## config.mk

```make
export PLATFORM = sky130hd
export DESIGN_NAME = multicycle_control_unit
export DESIGN_NICKNAME = d
export VERILOG_FILES = /design/src/rtl/control_pkg.sv /design/src/rtl/opcode_decoder.sv /design/src/rtl/multicycle_control_unit.sv
export SDC_FILE = /design/constraint.sdc
export NUM_CORES = 1
export LEC_CHECK = 0
export ABC_AREA = 1
export CAP_MARGIN = 20
export CORE_ASPECT_RATIO = 0.8
export CORE_MARGIN = 1.5
export CORE_UTILIZATION = 35
export DETAILED_ROUTE_END_ITERATION = 7
export PLACE_DENSITY = 0.73
export SYNTH_ARGS = -nofsm -noshare
export SYNTH_HDL_FRONTEND = slang
export SYNTH_HIERARCHICAL = 1
export SYNTH_SLANG_ARGS = --single-unit
```

## constraint.sdc

```tcl
create_clock -name clk -period 3.4 [get_ports clk]
set_input_delay 1.02 -clock clk [delete_from_list [all_inputs] [get_ports clk]]
set_output_delay 1.02 -clock clk [all_outputs]
set_load 0.02 [all_outputs]
```

## src/rtl/control_pkg.sv

```systemverilog
// Shared types and encodings for the multicycle control unit.
// Holds the FSM state enum, opcode values and datapath mux/ALU select codes.
package control_pkg;

    typedef enum logic [3:0] {
        RESET_S   = 4'd0,
        FETCH     = 4'd1,
        DECODE    = 4'd2,
        MEM_ADDR  = 4'd3,
        MEM_READ  = 4'd4,
        MEM_WB    = 4'd5,
        MEM_WRITE = 4'd6,
        EXECUTE   = 4'd7,
        ALU_WB    = 4'd8,
        BRANCH    = 4'd9,
        JUMP      = 4'd10,
        TRAP      = 4'd11
    } state_t;

    typedef enum logic [2:0] {
        CLS_RTYPE   = 3'd0,
        CLS_LW      = 3'd1,
        CLS_SW      = 3'd2,
        CLS_BEQ     = 3'd3,
        CLS_J       = 3'd4,
        CLS_ILLEGAL = 3'd5
    } instr_class_t;

    localparam logic [5:0] OP_RTYPE = 6'b000000;
    localparam logic [5:0] OP_LW    = 6'b100011;
    localparam logic [5:0] OP_SW    = 6'b101011;
    localparam logic [5:0] OP_BEQ   = 6'b000100;
    localparam logic [5:0] OP_J     = 6'b000010;

    localparam logic [1:0] ALU_ADD   = 2'b00;
    localparam logic [1:0] ALU_SUB   = 2'b01;
    localparam logic [1:0] ALU_FUNCT = 2'b10;

    localparam logic [1:0] SRCB_REG    = 2'b00;
    localparam logic [1:0] SRCB_FOUR   = 2'b01;
    localparam logic [1:0] SRCB_IMM    = 2'b10;
    localparam logic [1:0] SRCB_IMM_SH = 2'b11;

    localparam logic [1:0] PCSRC_ALU    = 2'b00;
    localparam logic [1:0] PCSRC_ALUOUT = 2'b01;
    localparam logic [1:0] PCSRC_JUMP   = 2'b10;

    typedef struct packed {
        logic       pc_write;
        logic       pc_write_cond;
        logic       i_or_d;
        logic       mem_read;
        logic       mem_write;
        logic       ir_write;
        logic       mem_to_reg;
        logic       reg_write;
        logic       reg_dst;
        logic       alu_src_a;
        logic [1:0] alu_op;
        logic [1:0] alu_src_b;
        logic [1:0] pc_source;
    } ctrl_t;

    function automatic state_t state_after_decode(input instr_class_t cls);
        state_t nxt;
        case (cls)
            CLS_RTYPE: nxt = EXECUTE;
            CLS_LW:    nxt = MEM_ADDR;
            CLS_SW:    nxt = MEM_ADDR;
            CLS_BEQ:   nxt = BRANCH;
            CLS_J:     nxt = JUMP;
            default:   nxt = TRAP;
        endcase
        return nxt;
    endfunction

endpackage

```

## src/rtl/opcode_decoder.sv

```systemverilog
// Combinational opcode-to-instruction-class decode with an illegal indication.
module opcode_decoder
    import control_pkg::*;
(
    input  logic [5:0]   i_opcode,
    output instr_class_t o_class,
    output logic         o_illegal
);

    always_comb begin
        o_class   = CLS_ILLEGAL;
        o_illegal = 1'b0;
        case (i_opcode)
            OP_RTYPE: o_class = CLS_RTYPE;
            OP_LW:    o_class = CLS_LW;
            OP_SW:    o_class = CLS_SW;
            OP_BEQ:   o_class = CLS_BEQ;
            OP_J:     o_class = CLS_J;
            default: begin
                o_class   = CLS_ILLEGAL;
                o_illegal = 1'b1;
            end
        endcase
    end

endmodule

```

## src/rtl/multicycle_control_unit.sv

```systemverilog
// Multicycle MIPS-style control FSM: registered state and sticky illegal flag,
// combinational control outputs decoded from the current state.
module multicycle_control_unit
    import control_pkg::*;
(
    input  logic       clk,
    input  logic       rst,
    input  logic [5:0] opcode,
    input  logic       mem_ready,
    output logic       pc_write,
    output logic       pc_write_cond,
    output logic       i_or_d,
    output logic       mem_read,
    output logic       mem_write,
    output logic       ir_write,
    output logic       mem_to_reg,
    output logic       reg_write,
    output logic       reg_dst,
    output logic       alu_src_a,
    output logic [1:0] alu_op,
    output logic [1:0] alu_src_b,
    output logic [1:0] pc_source,
    output logic       illegal_op,
    output logic [3:0] state
);

    state_t       r_state;
    logic         r_illegal;
    logic         r_is_store;
    instr_class_t w_class;
    logic         w_illegal;
    ctrl_t        w_ctrl;

    opcode_decoder u_opcode_decoder (
        .i_opcode  (opcode),
        .o_class   (w_class),
        .o_illegal (w_illegal)
    );

    // LW/SW choice is latched in DECODE so opcode is never looked at afterwards
    always_ff @(posedge clk or posedge rst) begin
        if (rst) begin
            r_state    <= RESET_S;
            r_illegal  <= 1'b0;
            r_is_store <= 1'b0;
        end else begin
            case (r_state)
                RESET_S:   r_state <= FETCH;
                FETCH:     if (mem_ready) r_state <= DECODE;
                DECODE: begin
                    r_state    <= state_after_decode(w_class);
                    r_is_store <= (w_class == CLS_SW);
                    if (w_illegal) r_illegal <= 1'b1;
                end
                MEM_ADDR:  r_state <= r_is_store ? MEM_WRITE : MEM_READ;
                MEM_READ:  if (mem_ready) r_state <= MEM_WB;
                MEM_WB:    r_state <= FETCH;
                MEM_WRITE: if (mem_ready) r_state <= FETCH;
                EXECUTE:   r_state <= ALU_WB;
                ALU_WB:    r_state <= FETCH;
                BRANCH:    r_state <= FETCH;
                JUMP:      r_state <= FETCH;
                TRAP:      r_state <= TRAP;
                default:   r_state <= RESET_S;
            endcase
        end
    end

    always_comb begin
        w_ctrl = '0;
        case (r_state)
            FETCH: begin
                w_ctrl.mem_read  = 1'b1;
                w_ctrl.alu_src_b = SRCB_FOUR;
                w_ctrl.alu_op    = ALU_ADD;
                w_ctrl.ir_write  = mem_ready;
                w_ctrl.pc_write  = mem_ready;
            end
            DECODE: begin
                w_ctrl.alu_src_b = SRCB_IMM_SH;
                w_ctrl.alu_op    = ALU_ADD;
            end
            MEM_ADDR: begin
                w_ctrl.alu_src_a = 1'b1;
                w_ctrl.alu_src_b = SRCB_IMM;
                w_ctrl.alu_op    = ALU_ADD;
            end
            MEM_READ: begin
                w_ctrl.mem_read = 1'b1;
                w_ctrl.i_or_d   = 1'b1;
            end
            MEM_WB: begin
                w_ctrl.reg_write  = 1'b1;
                w_ctrl.mem_to_reg = 1'b1;
                w_ctrl.reg_dst    = 1'b0;
            end
            MEM_WRITE: begin
                w_ctrl.mem_write = 1'b1;
                w_ctrl.i_or_d    = 1'b1;
            end
            EXECUTE: begin
                w_ctrl.alu_src_a = 1'b1;
                w_ctrl.alu_src_b = SRCB_REG;
                w_ctrl.alu_op    = ALU_FUNCT;
            end
            ALU_WB: begin
                w_ctrl.reg_write = 1'b1;
                w_ctrl.reg_dst   = 1'b1;
            end
            BRANCH: begin
                w_ctrl.alu_src_a     = 1'b1;
                w_ctrl.alu_op        = ALU_SUB;
                w_ctrl.pc_write_cond = 1'b1;
                w_ctrl.pc_source     = PCSRC_ALUOUT;
            end
            JUMP: begin
                w_ctrl.pc_write  = 1'b1;
                w_ctrl.pc_source = PCSRC_JUMP;
            end
            default: w_ctrl = '0;
        endcase
    end

    assign pc_write      = w_ctrl.pc_write;
    assign pc_write_cond = w_ctrl.pc_write_cond;
    assign i_or_d        = w_ctrl.i_or_d;
    assign mem_read      = w_ctrl.mem_read;
    assign mem_write     = w_ctrl.mem_write;
    assign ir_write      = w_ctrl.ir_write;
    assign mem_to_reg    = w_ctrl.mem_to_reg;
    assign reg_write     = w_ctrl.reg_write;
    assign reg_dst       = w_ctrl.reg_dst;
    assign alu_src_a     = w_ctrl.alu_src_a;
    assign alu_op        = w_ctrl.alu_op;
    assign alu_src_b     = w_ctrl.alu_src_b;
    assign pc_source     = w_ctrl.pc_source;
    assign illegal_op    = r_illegal;
    assign state         = r_state;

endmodule

```

==> flow_summary.toml <==
[timing]
hold_viol_final = 0
setup_tns_ns = 0
slew_headroom_pct = 77.1
fin_worst_skew_ns = 0.000102
rsz0062_at_grt = "false"
maxSlewViolCount = 0
setup_viol = 0
setup_slack_ns = 0.109
fmax_mhz = 304
fin_crit_ns = 3.29
tightest_slew_ns = 0.344
min_period_over_period_pct = 96.8

[worst_setup_path]
crit_fanout = 3
crit_type = "primary input to primary output"
cp_cell_sequence = "clkdlybuf4s50_1 -> inv_1 -> nor2_1 -> clkdlybuf4s50_1"
startpoint = "mem_ready"
cp.buffers_inverters = 3
cpMostUsedCell = "clkdlybuf4s50_1"
regToRegSetupSlack_ns = 2.15
cp_data_arrival_time_ns = 2.27
path_delay_family = "buffers and inverters"
start_kind = "primary input"
crit_path_max_incr_delay_ns = 0.60
r2r_end = "state[2]"
cp.depth = 4
cp-end-kind = "primary output"
critPathRequiredTime_ns = 2.38
r2r_cells = 6
r2r_start = "state[3]"
crit_slowest_cell = "clkdlybuf4s50_1"

[finish]
finalInstanceArea_um2 = 943
area_growth_pct = 53.3
final_cell_mix = "clkdlybuf4s50_1 (28), nand2_1 (24), nor2_1 (20)"
nets = 144
final_common_cell = "clkdlybuf4s50_1"
drive_gt1_share_pct = 12.0
num_antenna_cells = 0
post-route-util_pct = 57.4
n_fill_cell = 162

[clock_tree]
insertion_delay_ns = 0.23
cts.path.max_buffers = 2
cts_root_buffer = "clkbuf_4"
numCtsBuffers = 3
cts.clk_slew.worst_paths_ns = 0.04
cts_tree = "built"
numClockSinks = 6
htreeDepth = 1
hold_buffers = 0

[placement]
numPortBuffers = 29
place_area_um2 = 918
gp_congestion = 0.873
dp_hpwl_mm = 1.29
dp_slack_ns = 0.0292

[drt]
wl_per_cell_um = 9.59
drt_iter0_drc = 16
drcViolationCount = 0
routed_via_density = 4.62
firstDrtPassIters = 4
wl_mm = 1.49
drtAntennaViolNets = 0
vias = 716

[floorplan]
die_h_um = 40.5
row_count = 13
die_area_um2 = 2020
coreArea_um2 = 1640
io_pins = 30
dieWidth_um = 49.9
start_util_pct = 37.5

[min_path]
holdPathEnd = "illegal_op"
hp-class = "register to register"
min_from = "illegal_op"
holdPathStages = 1

[synthesis]
syn_nets = 112
netlist_area_um2 = 616
synth_seq_area_share_pct = 24.4
synthDistinctLibCells = 19
synth_seq_cells = 6
syn_inst = 103
yosysWarnings = 6
syn_area_per_cell_um2 = 5.98

[power_and_ir_drop]
report.power.total_w = 0.000795
p_leak_nw = 0.475
peakVddDrop_mv = 0.558
power_density_nw_per_um2 = 843

[global_route]
grt_pass1_wl_mm = 2.60
grt_pass1_vias = 637
grt_overflow_total = 0
track_usage_pct = 16.9
grt_max_degree = 10
antenna_found_initial = 0

[status]
status = "complete, no violations"

[flow_run]
max-cap-violations = 0
==> Yosys cell counts <==
master	count	area [um2]
nand2_1	24	90.1
nor2_1	20	75.1
inv_1	16	60.1
nand3_1	10	50.1
dfrtp_1	6	150
buf_4	3	22.5
nor2_2	3	18.8
o21ai_0	3	15.0
a21oi_1	2	10.0
nand2_2	2	12.5
nand2_4	2	22.5
nand4_1	2	12.5
nor2_4	2	22.5
o21ai_2	2	17.5
o22ai_1	2	12.5
a21o_1	1	7.51
inv_2	1	3.75
nor3_1	1	5.00
o21a_1	1	7.51
==> what timing repair did <==
action,4_1_cts,5_1_grt
endpoints found under the setup margin,0,1
gates resized for setup,0,1
setup buffers,0,0
==> metal layers <==
metal | track usage, % | vias to the layer above | wire length [um]
li1 | - | 385 | -
met1 | 24.0 | 316 | 733
met2 | 28.0 | 15 | 699
met3 | 0.373 | 0 | 53
met4 | 6.25 | 0 | 0
met5 | 0 | - | 0
==> worst max-delay path by stage <==
| stage | end | slack, ns |
|---|---|---|
| 3_5_place_dp | pc_write | 0.03 |
| 2_1_floorplan | pc_write | 0.93 |
| 5_1_grt | ir_write | 0.07 |
| 4_1_cts | pc_write | 0.03 |
| 6_report | ir_write | 0.11 |
| 3_3_place_gp | pc_write | 0.09 |
==> where the power goes <==
part	internal [W]	leakage, nW	switching, W
registers	0.000102	0.0714	0.0000506
clock network	0.0000396	0.0138	0.0000208
logic	0.000245	0.390	0.000338
total	0.000386	0.475	0.000410
==> metrics by stage <==
| stage | instances | hold slack (ns) |
|---|---|---|
| floorplan | 103 | 0.495 |
| global placement | 152 | 0.447 |
| detailed placement | 152 | 0.452 |
| CTS | 155 | 0.461 |
| global route | 155 | 0.491 |
| finish | 155 | 0.453 |
==> area by class of cell <==
type	count	area, um2	share of cell area [%]
inverters	17	63.8	6.76
multi-input cells	77	379	40.2
clock buffers	3	22.5	2.39
repair buffers	30	300	31.8
flip-flops and latches	6	150	15.9
well taps	22	27.5	2.92
==> kinds of logic (layout without fill, tap and decap cells) <==
logic type	count (synthesis)	count (layout)	synth area share (%)
AOI/OAI and AO/OA	11	11	11.4
buffers and inverters	20	50	14.0
DFF	6	6	24.4
and+or+nand+nor	66	66	50.2
==> flip-flops by register name (all words and copies together), names as in the netlist <==
signal	flops
r_is_store	1
illegal_op	1
state	4
Power figures use the tool's default switching activity.
